**src/rtl/dac_spi_pkg.sv**
```systemverilog
// Frame format shared by both ends of the DAC SPI link.
// Holds the default frame length, the bit positions of the command, address
// and data fields, the command codes the receiver acts on, and the receiver
// state encoding.
package dac_spi_pkg;

  localparam int FRAME_BITS_DEF = 32;

  // Field positions inside a frame, counted MSB first from bit 31
  localparam int CMD_MSB  = 23;
  localparam int CMD_LSB  = 20;
  localparam int ADDR_MSB = 19;
  localparam int ADDR_LSB = 16;
  localparam int DATA_MSB = 15;
  localparam int DATA_LSB = 4;

  localparam int NUM_CH = 4;

  localparam logic [3:0] CMD_WRITE_UPDATE = 4'h3;
  localparam logic [3:0] ADDR_ALL         = 4'hF;

  typedef enum logic [1:0] {
    IDLE,
    SHIFT,
    DONE
  } rx_state_t;

endpackage

```
**src/rtl/spi_dac_receiver_if.sv**
```systemverilog
// SPI bus between the DAC link master and the DAC receiver.
//   spi_sck  : serial clock, mode 0
//   spi_mosi : serial data, MSB first
//   dac_cs   : chip select, active low
//   dac_clr  : clear of all channel registers, active low
// The master modport drives the bus; the slave modport is used by the receiver.
interface spi_dac_receiver_if;
  logic spi_sck;
  logic spi_mosi;
  logic dac_cs;
  logic dac_clr;

  modport master (output spi_sck, spi_mosi, dac_cs, dac_clr);
  modport slave  (input  spi_sck, spi_mosi, dac_cs, dac_clr);
endinterface

```
**src/rtl/spi_in_sync.sv**
```systemverilog
// Multi-flop synchronizer with rising/falling edge detection on the
// synchronized value. SYNC_STAGES must be at least 2.
// Ports:
//   clk, rst : system clock, asynchronous active-low reset
//   din      : asynchronous input
//   q        : synchronized level
//   rise     : one-cycle pulse on a synchronized 0->1 transition
//   fall     : one-cycle pulse on a synchronized 1->0 transition
// RESET_VAL sets the idle level the chain powers up to, so that leaving
// reset never produces a spurious edge.
module spi_in_sync #(
  parameter int   SYNC_STAGES = 2,
  parameter logic RESET_VAL   = 1'b0
) (
  input  logic clk,
  input  logic rst,
  input  logic din,
  output logic q,
  output logic rise,
  output logic fall
);

  logic [SYNC_STAGES-1:0] sync_q;
  logic                   prev_q;

  // NOTE: every clocked register uses <= so all flops update from the values
  // seen before the edge; blocking assignments here would collapse the chain.
  always_ff @(posedge clk or negedge rst) begin
    if (!rst) begin
      sync_q <= {SYNC_STAGES{RESET_VAL}};
      prev_q <= RESET_VAL;
    end else begin
      sync_q <= {sync_q[SYNC_STAGES-2:0], din};
      prev_q <= sync_q[SYNC_STAGES-1];
    end
  end

  assign q    = sync_q[SYNC_STAGES-1];
  assign rise =  q & ~prev_q;
  assign fall = ~q &  prev_q;

endmodule

```
**src/rtl/spi_dac_receiver.sv**
```systemverilog
// SPI slave receiver modelling the DAC end of the link. The SPI inputs are
// oversampled on clk, 32-bit command frames are deframed, and four channel
// registers are kept up to date.
// Ports:
//   clk, rst    : system clock, asynchronous active-low reset
//   bus         : SPI bus (slave modport): spi_sck, spi_mosi, dac_cs, dac_clr
//   frame_valid : one-cycle pulse when a complete frame is accepted
//   cmd/addr/data : fields of the last accepted frame
//   ch_values   : channel registers, ch0 in the low DATA_W bits
//   frame_err   : one-cycle pulse on a bad-length frame
// Build option: define SPI_RX_FRAME_CHECK_EN to generate frame_err; without
// it frame_err is tied to 0.
// SCK high and low phases must each last at least SYNC_STAGES+1 clk periods.
module spi_dac_receiver
  import dac_spi_pkg::*;
#(
  parameter int SYNC_STAGES = 2,
  parameter int FRAME_BITS  = FRAME_BITS_DEF,
  parameter int DATA_W      = 12
) (
  input  logic                  clk,
  input  logic                  rst,
  spi_dac_receiver_if.slave     bus,
  output logic                  frame_valid,
  output logic [3:0]            cmd,
  output logic [3:0]            addr,
  output logic [DATA_W-1:0]     data,
  output logic [4*DATA_W-1:0]   ch_values,
  output logic                  frame_err
);

  // Only frame bits [CMD_MSB:DATA_LSB] are stored. Bits above shift out of
  // the register, and the trailing don't-care bits are never shifted in.
  localparam int FLD_W     = CMD_MSB - DATA_LSB + 1;
  localparam int FLD_BITS  = FRAME_BITS - DATA_LSB;
  localparam int CNT_W     = $clog2(FRAME_BITS + 2);
  localparam logic [CNT_W-1:0] CNT_FULL = CNT_W'(FRAME_BITS);
  localparam logic [CNT_W-1:0] CNT_SAT  = CNT_W'(FRAME_BITS + 1);
  localparam logic [CNT_W-1:0] CNT_FLD  = CNT_W'(FLD_BITS);

  // Synchronized inputs and edges
  logic sck_s, sck_rise, sck_fall;
  logic cs_s, cs_rise, cs_fall;
  logic clr_n_s, clr_rise, clr_fall;
  logic [SYNC_STAGES-1:0] mosi_sync_q;
  logic mosi_s;

  spi_in_sync #(.SYNC_STAGES(SYNC_STAGES), .RESET_VAL(1'b0)) u_sck_sync (
    .clk(clk), .rst(rst), .din(bus.spi_sck),
    .q(sck_s), .rise(sck_rise), .fall(sck_fall)
  );

  spi_in_sync #(.SYNC_STAGES(SYNC_STAGES), .RESET_VAL(1'b1)) u_cs_sync (
    .clk(clk), .rst(rst), .din(bus.dac_cs),
    .q(cs_s), .rise(cs_rise), .fall(cs_fall)
  );

  spi_in_sync #(.SYNC_STAGES(SYNC_STAGES), .RESET_VAL(1'b1)) u_clr_sync (
    .clk(clk), .rst(rst), .din(bus.dac_clr),
    .q(clr_n_s), .rise(clr_rise), .fall(clr_fall)
  );

  // mosi runs through the same number of stages as sck so that a synchronized
  // sck rising edge lines up with the data bit sampled at the pin.
  always_ff @(posedge clk or negedge rst) begin
    if (!rst) mosi_sync_q <= '0;
    else      mosi_sync_q <= {mosi_sync_q[SYNC_STAGES-2:0], bus.spi_mosi};
  end
  assign mosi_s = mosi_sync_q[SYNC_STAGES-1];

  // FSM
  rx_state_t state_q, state_d;
  logic      start, shift_en, finish;

  always_ff @(posedge clk or negedge rst) begin
    if (!rst) state_q <= IDLE;
    else      state_q <= state_d;
  end

  // NOTE: every signal driven here gets a default before the case so no path
  // leaves it unassigned, which would otherwise infer a latch.
  always_comb begin
    state_d  = state_q;
    start    = 1'b0;
    shift_en = 1'b0;
    finish   = 1'b0;
    if (!clr_n_s) begin
      // Clear aborts any frame; a new one needs a fresh cs falling edge.
      state_d = IDLE;
    end else begin
      case (state_q)
        IDLE: begin
          if (cs_fall) begin
            start   = 1'b1;
            state_d = SHIFT;
          end
        end
        SHIFT: begin
          shift_en = sck_rise;
          if (cs_rise) state_d = DONE;
        end
        DONE: begin
          finish  = 1'b1;
          state_d = IDLE;
        end
        default: state_d = IDLE;
      endcase
    end
  end

  // Shift register and bit counter
  logic [FLD_W-1:0] fld_q;
  logic [CNT_W-1:0] cnt_q;

  always_ff @(posedge clk or negedge rst) begin
    if (!rst) begin
      fld_q <= '0;
      cnt_q <= '0;
    end else if (start) begin
      fld_q <= '0;
      cnt_q <= '0;
    end else if (shift_en) begin
      if (cnt_q < CNT_FLD) fld_q <= {fld_q[FLD_W-2:0], mosi_s};
      if (cnt_q != CNT_SAT) cnt_q <= cnt_q + 1'b1;
    end
  end

  logic [3:0]        cmd_f, addr_f;
  logic [DATA_W-1:0] data_f;
  logic              frame_ok;

  assign cmd_f    = fld_q[CMD_MSB-DATA_LSB : CMD_LSB-DATA_LSB];
  assign addr_f   = fld_q[ADDR_MSB-DATA_LSB : ADDR_LSB-DATA_LSB];
  assign data_f   = DATA_W'(fld_q[DATA_MSB-DATA_LSB : 0]);
  assign frame_ok = finish && (cnt_q == CNT_FULL);

  always_ff @(posedge clk or negedge rst) begin
    if (!rst) begin
      frame_valid <= 1'b0;
      cmd         <= '0;
      addr        <= '0;
      data        <= '0;
    end else begin
      frame_valid <= frame_ok;
      if (frame_ok) begin
        cmd  <= cmd_f;
        addr <= addr_f;
        data <= data_f;
      end
    end
  end

  // Channel registers
  logic [DATA_W-1:0] ch_q [NUM_CH];

  // NOTE: the channel array is only four words and its contents are visible
  // outputs, so it is reset like any other register.
  always_ff @(posedge clk or negedge rst) begin
    if (!rst) begin
      for (int i = 0; i < NUM_CH; i++) ch_q[i] <= '0;
    end else if (!clr_n_s) begin
      for (int i = 0; i < NUM_CH; i++) ch_q[i] <= '0;
    end else if (frame_ok && cmd_f == CMD_WRITE_UPDATE) begin
      for (int i = 0; i < NUM_CH; i++) begin
        if (addr_f == ADDR_ALL || addr_f == 4'(i)) ch_q[i] <= data_f;
      end
    end
  end

  for (genvar g = 0; g < NUM_CH; g++) begin : g_pack
    assign ch_values[g*DATA_W +: DATA_W] = ch_q[g];
  end

`ifdef SPI_RX_FRAME_CHECK_EN
  always_ff @(posedge clk or negedge rst) begin
    if (!rst) frame_err <= 1'b0;
    else      frame_err <= finish && (cnt_q != CNT_FULL);
  end
`else
  assign frame_err = 1'b0;
`endif

  // Level and fall edges of sck and the clear edges are not needed by the
  // decoder; fold them into a dummy so they are visibly consumed.
  logic unused_sync;
  assign unused_sync = sck_s ^ sck_fall ^ cs_s ^ clr_rise ^ clr_fall;

endmodule

```
**src/flat_wrapper.sv**
```systemverilog
// flat-port wrapper written by rule: the top's interface ports become plain ports
module spi_dac_receiver_flat import dac_spi_pkg::*;
#(
  parameter int SYNC_STAGES = 2,
  parameter int FRAME_BITS  = FRAME_BITS_DEF,
  parameter int DATA_W      = 12
)
  (clk, rst, frame_valid, cmd, addr, data, ch_values, frame_err, bus_spi_sck, bus_spi_mosi, bus_dac_cs, bus_dac_clr);
  spi_dac_receiver_if bus_i ();
  input  logic clk;
  input  logic rst;
  output logic frame_valid;
  output logic [3:0] cmd;
  output logic [3:0] addr;
  output logic [DATA_W-1:0] data;
  output logic [4*DATA_W-1:0] ch_values;
  output logic frame_err;
  input wire logic [$bits(bus_i.spi_sck)-1:0] bus_spi_sck;
  input wire logic [$bits(bus_i.spi_mosi)-1:0] bus_spi_mosi;
  input wire logic [$bits(bus_i.dac_cs)-1:0] bus_dac_cs;
  input wire logic [$bits(bus_i.dac_clr)-1:0] bus_dac_clr;
  assign bus_i.spi_sck = bus_spi_sck;
  assign bus_i.spi_mosi = bus_spi_mosi;
  assign bus_i.dac_cs = bus_dac_cs;
  assign bus_i.dac_clr = bus_dac_clr;
  spi_dac_receiver #(.SYNC_STAGES(SYNC_STAGES), .FRAME_BITS(FRAME_BITS), .DATA_W(DATA_W)) u_core (.clk(clk), .rst(rst), .bus(bus_i), .frame_valid(frame_valid), .cmd(cmd), .addr(addr), .data(data), .ch_values(ch_values), .frame_err(frame_err));
endmodule
```
**config.mk**
```make
export PLATFORM = sky130hd
export DESIGN_NAME = spi_dac_receiver_flat
export DESIGN_NICKNAME = d
export VERILOG_FILES = /design/src/rtl/dac_spi_pkg.sv /design/src/rtl/spi_dac_receiver_if.sv /design/src/rtl/spi_in_sync.sv /design/src/rtl/spi_dac_receiver.sv /design/src/flat_wrapper.sv
export SDC_FILE = /design/constraint.sdc
export NUM_CORES = 1
export LEC_CHECK = 0
export CAP_MARGIN = 5
export CORE_AREA = 2 2 87 123
export DETAILED_ROUTE_END_ITERATION = 8
export DIE_AREA = 0 0 89 125
export GPL_TIMING_DRIVEN = 0
export PLACE_DENSITY_LB_ADDON = 0.3
export REMOVE_ABC_BUFFERS = 1
export SKIP_LAST_GASP = 1
export SYNTH_ARGS = -nofsm -noshare
export SYNTH_HDL_FRONTEND = slang
export SYNTH_HIERARCHICAL = 1
export SYNTH_SLANG_ARGS = --single-unit
export TNS_END_PERCENT = 30
```
**constraint.sdc**
```tcl
create_clock -name clk -period 3.35 [get_ports clk]
set_input_delay 0.67 -clock clk [delete_from_list [all_inputs] [get_ports clk]]
set_output_delay 0.67 -clock clk [all_outputs]
set_load 0.005 [all_outputs]
```
== Word-level counts from Yosys, hierarchy flattened ==
Index checks and enable logic that the tools add are counted.
Widths: inputs -> output; s select.
Storage, ports and cells
  input bits: 6
  word-level logic and storage cells: 82
  register bits after elaboration: 107
Cells by class
  magnitude comparators: 1
  bitwise gates (word level): 6
  reduce and logical (&&, ||, !) cells: 18
  equal/unequal tests: 16
  add/sub/neg operators: 1
  muxes and demuxes: 23
Operators by type and width (count)
  $mux 48: 2
  $mux 20: 3
  $mux 12: 4
  $mux 6: 3
  $reduce_and 2->1: 7
  $eq 4x2->1 const B: 3
  $ne 2x1->1 const B: 5
  $mux 1: 7
  $add 6x1->6 const B: 1
  $eq 6x6->1 const B: 1
  $lt 6x5->1 const B: 1
  $mux 2: 3
  $ne 3x2->1 const B: 2
  $ne 6x6->1 const B: 1
  $reduce_bool 2->1: 3
  $eq 4x1->1 const B: 1
  $eq 4x4->1 const B: 1
  $logic_not 4->1: 1
  $logic_or 1x1->1: 4
  $pmux 2 s2: 1
  $and 1x1->1: 3
  $not 1->1: 3
  $eq 2x1->1 const B: 1
  $eq 2x2->1 const B: 1
  2 further kinds: 3

== Longest topological paths before layout ==
Gate-level depths: netlist of run 1.
  depth in word-level cells: 7
  depth in mapped cells: 8
  mapped depth without buffers: 6

== By module ==
Netlist of run 1, hierarchy kept.
By module, submodules not included
  spi_dac_receiver: times used 1, area an instance 4151.5 µm², cells an instance 369
  spi_in_sync (u_core.u_clr_sync ...): times used 2, area an instance 93.8 µm², cells an instance 5
  spi_in_sync (u_core.u_sck_sync): times used 1, area an instance 90.1 µm², cells an instance 5

== Worst setup path before layout of run 1 ==
No wires, ideal clock.
  kind: flip-flop to flip-flop
  start: register u_core.u_clr_sync.sync_q[1]
  end: register u_core.ch_q, in the netlist u_core/ch_values[37]
  period minus slack after synthesis: 1.880 ns
  library setup time: 0.124 ns
  arrival time: 1.756 ns
  cell stages (with the launch flop): 8
  setup slack: 1.470 ns
  cell sequence: dfstp_2 -> buf_2 -> nor2b_1 -> nand4_2 -> or3_1 -> buf_2 -> buf_6 -> mux2i_1
Between the ends
  longest elaborated chain between the ends: 5
  elaborated cells on any way between the ends: 7
Ends and longest elaborated chain
  from (decl): line spi_in_sync.sv:23  | logic [SYNC_STAGES-1:0] sync_q;
  from (signal assigned): line spi_in_sync.sv:30  | sync_q <= {SYNC_STAGES{RESET_VAL}};
  from (signal assigned): line spi_in_sync.sv:33  | sync_q <= {sync_q[SYNC_STAGES-2:0], din};
  $mux 1: line spi_dac_receiver.sv:87  | if (!clr_n_s) begin
  $logic_and 1x1->1: line spi_dac_receiver.sv:135  | assign frame_ok = finish && (cnt_q == CNT_FULL);
  $logic_and 1x1->1: line spi_dac_receiver.sv:163  | end else if (frame_ok && cmd_f == CMD_WRITE_UPDATE) begin
  $ne 2x1->1 (no source line)
  $reduce_and 2->1 (no source line)
  to (signal, indexed assignment): line spi_dac_receiver.sv:165  | if (addr_f == ADDR_ALL || addr_f == 4'(i)) ch_q[i] <= data_f;
  to (decl): line spi_dac_receiver.sv:154  | logic [DATA_W-1:0] ch_q [NUM_CH];
Parallel ways exist; a longest one is shown, timed or not.
A chain may end at the register's enable or synchronous reset.

== Worst setup path after layout of run 1 ==
  start: register u_core.u_clr_sync.sync_q[1]
  end: register u_core.addr[0]
Between the ends
  longest elaborated chain between the ends: 2
Ends and longest elaborated chain
  $mux 1: line spi_dac_receiver.sv:87
  $logic_and 1x1->1: line spi_dac_receiver.sv:135
  to (signal assigned): line spi_dac_receiver.sv:147  | addr <= addr_f;
  to (decl): line spi_dac_receiver.sv:26  | output logic [3:0] addr,
Every way passes these cells.

==> results by group, run 1 <==
Setup path
  – Critical path's slowest cell: dfstp_2
  – Critical path arrival: 3240 ps
  – Kind of critical path: reg -> reg
  – Startpoint Class: flip-flop
  – End of the worst register-to-register path: u_core/addr[0]
  – Critical path required time: 3570 ps
  – Capturing element type of the critical path: flip-flop
  – Delay of the slowest cell on the worst path: 1250 ps
  – Cell breakdown of the critical path: nor2b_1, and3_1, mux2_2
  – Reg-to-reg setup timing slack: 330 ps
  – Critical path's top delay family: flip-flops
  – Maximum fanout along the worst path: 63
  – Critical path buffer and inverter count: 0
  – Register-to-Register Path Depth: 3
  – Origin of the critical flop-to-flop path: u_core/u_clr_sync/sync_q[1]

Synthesis
  – Post-synthesis area per instance: 11.52 um2
  – Synthesized netlist cell count: 380
  – Yosys synthesis warning count: 6
  – Mapped cell area: 0.004379 mm2

Timing
  – Relative slew margins: 0.2637
  – Final Max Tran Viols: 0
  – Final count of negative-setup-slack endpoints: 0
  – Summed negative setup slack over all endpoints: 0 ps
  – Slew at the pin with the worst max-slew slack: 1104 ps
  – Share of the clock period used by the worst path: 0.9003
  – Setup skew after layout: 9.258 ps
  – RSZ-0062 raised after global routing: false
  – Number of hold-slack violations in the final timing report: 0
  – Worst path setup slack after routing: 333.9 ps
  – Max Clk Rate: 0.3316 GHz
  – Worst hold margin: 353.1 ps
  – Post-route minimum period: 3016 ps

CTS
  – Deepest clock path buffer count: 2
  – Num CTS Buffers: 9
  – Clock latency at the later pin of the worst-skew pair: 350 ps
  – H-Tree Depth: 3
  – Reg clk slew, reported paths: 60 ps
  – Clock tree from TritonCTS: built
  – Post-CTS Setup Repair Bufs: 0
  – Clock root buffer: clkbuf_16
  – Hold bufs inserted after CTS: 0
  – Number of sinks driven by the clock tree: 107
  – Resized Gates After CTS: 0

Placed design
  – Post-placement worst setup slack: 348.6 ps
  – Inst Count DP: 573
  – Routability cong.: 0.7585
  – Placed wire-length estimate after detailed placement: 6.000 mm
  – Count of buffers inserted at the top-level ports: 74

GRT
  – Global-route total usage across every layer: 0.1729
  – GRT Residual Overflow: 0
  – Vias in the first global route: 2933
  – First-pass GRT wire length: 14.82 mm
  – Number of antenna violations at the first check in global routing: 0
  – Largest net degree at the start of global routing: 64

Worst hold path
  – Hold worst-path end: u_core/u_sck_sync/sync_q[1]
  – Min-Delay Startpoint: u_core/u_sck_sync/sync_q[0]
  – Hold/Removal Path Class: reg -> reg
  – WHS Path Cells: 0

Power and ir drop
  – Total power of the final layout: 0.002371 W
  – Pwr per Cell Area: 424.8 mW/mm2
  – Leakage power: 2.467 nW
  – Worst IR Drop VDD: 291.7 uV

Detailed routing
  – Final routed wirelength across all metal layers: 8.805 mm
  – Number of nets still failing antenna checks after routing: 0
  – Routed length per instance: 14.95 um
  – DR pass1 iterations: 4
  – DR DRC count: 0
  – Starting DRC count in detailed routing: 128
  – Via-to-Cell Ratio: 5.034
  – Number of vias in the routed layout: 2965

Die
  – Die footprint: 0.01113 mm2
  – Floorplan die height: 125 um
  – Site Rows: 44
  – Width of the die: 89 um
  – Starting density of the core: 0.4323
  – Number of placed I/O pins: 76
  – Core ar.: 0.01013 mm2

Flow run
  – Number of maximum-capacitance constraint violations: 0

Layout
  – Ratio of cells with drive above 1 in the final layout: 0.1264
  – Layout Cells excl Fill: 589
  – Multi-input logic area: 0.001590 mm2
  – Antenna cell count: 0
  – Nets: 455
  – Synthesis-to-layout area growth: 27.43%
  – Storage element area: 0.002684 mm2
  – Fillcell total: 887

Run status
  – Result of the run: finished clean
-- through the flow --
step | utilization | area [um2]
4_1_cts | 0.5509 | 5580
2_1_floorplan | - | 4263
3_3_place_gp | 0.5110 | 5176
6_report | 0.5509 | 5580
3_5_place_dp | 0.5232 | 5300
5_1_grt | 0.5509 | 5580
-- routing by layer --
metal / track usage / vias up / routed length, um
li1: - / 1402 / -
met1: 0.2257 / 1485 / 3694
met2: 0.2761 / 63 / 4580
met3: 0.03828 / 15 / 335
met4: 0.07287 / 0 / 195
met5: 0 / - / 0
-- state kept, by name, indices dropped and copies added, names as in the netlist --
| signal | count |
|---|---|
| u_core/addr | 4 |
| u_core/ch_values | 48 |
| u_core/cmd | 4 |
| u_core/cnt_q | 6 |
| u_core/data | 12 |
| u_core/fld_q | 20 |
| u_core/frame_valid | 1 |
| u_core/mosi_sync_q | 2 |
| u_core/state_q | 2 |
| u_core/u_clr_sync/sync_q | 2 |
| u_core/u_cs_sync/prev_q | 1 |
| u_core/u_cs_sync/sync_q | 2 |
| u_core/u_sck_sync/prev_q | 1 |
| u_core/u_sck_sync/sync_q | 2 |
-- cells in the final DEF, fill, tap and decap left out, drive strengths merged, types with 2 or more instances in the layout --
master	instances
nand2	106
dfrtp	102
clkdlybuf4s50	73
mux2i	51
mux2	20
a21oi	20
clkbuf	11
nor2	7
buf	7
nand3	5
dfstp	5
clkinv	4
and3	4
o21ai	4
nor2b	3
or3	3
ha	3
nor3	3
nand4	3
inv	2
xnor2	2
-- layout make-up --
class,instances,share of cell area
sequential,107,0.4809
multi-input combinational,246,0.2850
timing repair buffer,80,0.1516
clock buffer,11,0.04529
tap,138,0.03094
clock inverter,5,0.004933
inverter,2,0.001345
-- where the power goes --
| group | total, W | internal (W) | switching, W |
|---|---|---|---|
| clock | 0.000980 | 0.000539 | 0.000441 |
| sequential | 0.00133 | 0.00131 | 0.0000210 |
| combinational | 0.0000636 | 0.0000208 | 0.0000428 |
-- worst reg2reg max path: stages, from the launching register on --
cell and delay, ps:
dfstp_2 1250, nor2b_1 320, and3_1 900, mux2_2 430
-- worst max path at each step --
stage,startpoint,endpoint,cells after the start
after floorplan,u_core/u_clr_sync/sync_q[1],u_core/fld_q[10],4
after global placement,rst,u_core/ch_values[27],1
after detailed placement,u_core/u_clr_sync/sync_q[1],u_core/addr[0],3
after CTS,u_core/u_clr_sync/sync_q[1],u_core/addr[0],3
after global routing,u_core/u_clr_sync/sync_q[1],u_core/cmd[3],3
final,u_core/u_clr_sync/sync_q[1],u_core/addr[0],3
No activity file was read; power rests on OpenSTA's default activity.
==> run 2: changes to the inputs <==
Settings changed: CTS_BUF_LIST from default to sky130_fd_sc_hd__clkbuf_4, CTS_CLUSTER_SIZE from default to 10.
==> run 2 against run 1 <==
  * Worst setup slack gained 4.3 ps
  * Register-to-register slack is essentially flat
  * Count of clock-buffer cells in the layout shrank 2
  * Wire length down 0.19%
  * Largest power group unchanged
  * Clock skew grew 6.2 ps
  * Worst hold slack worse by 130 ps
  * Fmax up 0.14%
  * Total power decreased by 18%
  * Sequential cell count is the same
==> results by group, run 2 (synthesized netlist as in run 1, its figures left out) <==
Timing
  – Relative slew margins: 0.2511
  – RSZ-0062 raised after global routing: false
  – Max Clk Rate: 0.3320 GHz
  – Share of the clock period used by the worst path: 0.8990
  – Slew at the pin with the worst max-slew slack: 1123 ps
  – Post-route minimum period: 3012 ps
  – Final Max Tran Viols: 0
  – Final count of negative-setup-slack endpoints: 0
  – Number of hold-slack violations in the final timing report: 0
  – Setup skew after layout: 15.43 ps
  – Worst hold margin: 226.5 ps

Setup path
  – Critical path required time: 3700 ps
  – Critical path buffer and inverter count: 0
  – Capturing element type of the critical path: flip-flop
  – Delay of the slowest cell on the worst path: 1300 ps
  – Cell breakdown of the critical path: nor2b_1, and3_1, mux2_2
  – Critical path's slowest cell: dfstp_2
  – Maximum fanout along the worst path: 63
  – Critical path arrival: 3370 ps
  – Startpoint Class: flip-flop
  – Kind of critical path: reg -> reg
  – Critical path's top delay family: flip-flops

Power and ir drop
  – Portion of total power attributed to sequential cells: 0.686
  – Sw Share: 0.2400
  – Cell internal power dissipation: 0.001470 W
  – Switching power total: 0.0004641 W
  – Worst IR Drop VDD: 211.1 uV
  – Combinational fraction of design power: 0.033
  – Leakage power: 2.387 nW
  – Pwr per Cell Area: 358.0 mW/mm2
  – Clock network fraction of design power: 0.281

Worst hold path
  – Hold/Removal Path Class: in -> async

CTS
  – Resized Gates After CTS: 0
  – Hold bufs inserted after CTS: 0
  – Clock latency at the later pin of the worst-skew pair: 460 ps
  – Number of sinks driven by the clock tree: 107
  – H-Tree Depth: 3
  – Reg clk slew, reported paths: 140 ps
  – Post-CTS Setup Repair Bufs: 0
  – Deepest clock path buffer count: 2
  – Clock root buffer: clkbuf_4
  – Clock tree from TritonCTS: built
  – Num CTS Buffers: 9

Placed design
  – Placed wire-length estimate after detailed placement: 6.000 mm
  – Cell area after placement: 0.005300 mm2
  – Routability cong.: 0.7585
  – Count of buffers inserted at the top-level ports: 74

Layout
  – Highest-count cells in the layout ignoring fill and taps: nand2_1 (106), dfrtp_1 (102), clkdlybuf4s50_1 (73)
  – Most frequent standard cell in the layout excluding fill and tap cells: nand2_1
  – Final cell utilization of the core: 0.5334
  – Nets: 455
  – Post-layout instance area: 0.005403 mm2
  – Synthesis-to-layout area growth: 23.37%
  – Antenna cell count: 0
  – Fillcell total: 913
  – Ratio of cells with drive above 1 in the final layout: 0.1220
  – Number of flip-flops in the largest register: 48

Die
  – Core ar.: 0.01013 mm2
  – Floorplan die height: 125 um
  – Number of placed I/O pins: 76
  – Width of the die: 89 um
  – Starting density of the core: 0.4323
  – Die footprint: 0.01113 mm2
  – Site Rows: 44

Detailed routing
  – DR pass1 iterations: 4
  – Starting DRC count in detailed routing: 123
  – DR DRC count: 0
  – Final routed wirelength across all metal layers: 8.788 mm
  – Via-to-Cell Ratio: 5.008
  – Number of nets still failing antenna checks after routing: 0
  – Routed length per instance: 14.92 um
  – Number of vias in the routed layout: 2950

GRT
  – Largest net degree at the start of global routing: 64
  – Vias in the first global route: 2921
  – Number of antenna violations at the first check in global routing: 0
  – GRT Residual Overflow: 0
  – First-pass GRT wire length: 14.70 mm
  – Global-route total usage across every layer: 0.1720

Run status
  – Result of the run: finished clean

Flow run
  – Number of maximum-capacitance constraint violations: 0
[run 2: cell count changes in the layout (fill, tap and decap cells not counted), sizes merged]
| cell | delta |
|---|---|
| clkbuf | -2 |
| clkinv | +2 |
[run 2: cell type report]
cell class,instances,area (um2),share of cell area
Tap cell,138,172.7,0.03196
Sequential cell,107,2684,0.4968
Timing Repair Buffer,80,845.8,0.1566
Multi-Input combinational cell,246,1590,0.2944
Clock inverter,7,35.03,0.006484
Inverter,2,7.507,0.001390
Clock buffer,9,67.56,0.01251
[run 2: stage by stage]
stage                     setup TNS [ps]  setup slack [ps]  cells  total power (W)
final                                  0             338.2    589         0.001934
after global routing                   0             112.5    589         0.002019
after CTS                              0             319.1    589         0.001952
after detailed placement               0             348.6    573         0.001417
after global placement           -255950             -2350    567         0.001409
after floorplan                        0             617.5    355         0.001367
[run 2: per-layer routing]
| metal | up-vias | part of all wire | GRT usage |
|---|---|---|---|
| met4 | 0 | 0.039 | 0.09570 |
| met5 | - | 0 | 0 |
| met2 | 62 | 0.50 | 0.2682 |
| li1 | 1404 | - | - |
| met3 | 21 | 0.034 | 0.03036 |
| met1 | 1463 | 0.43 | 0.2242 |
[run 2: path summary, 6_finish.rpt]
kind,startpoint,slack [ps],cells after the start,to
worst max-delay path,u_core/u_clr_sync/sync_q[1],340,3,u_core/addr[0]
worst min-delay path,rst,230,1,u_core/ch_values[21]
worst max register to register,u_core/u_clr_sync/sync_q[1],340,3,u_core/addr[0]
worst min register to register,u_core/u_clr_sync/sync_q[0],370,0,u_core/u_clr_sync/sync_q[1]
max in group asynchronous,rst,2340,2,u_core/u_clr_sync/sync_q[0]
min in group clk,u_core/u_clr_sync/sync_q[0],370,0,u_core/u_clr_sync/sync_q[1]
[run 2: worst reg2reg max path, cell delays in order, from the launching register on]
cell	delay, ps
dfstp_2	1300
nor2b_1	310
and3_1	880
mux2_2	430
[run 2: power groups by stage]
| stage | combinational, W | sequential (W) | clock (W) |
|---|---|---|---|
| after floorplan | 0.0000219 | 0.00135 | 0 |
| after global placement | 0.0000583 | 0.00135 | 0 |
| after detailed placement | 0.0000658 | 0.00135 | 0 |
| after CTS | 0.0000661 | 0.00133 | 0.000559 |
| after global routing | 0.0000744 | 0.00133 | 0.000613 |
| final | 0.0000634 | 0.00133 | 0.000543 |
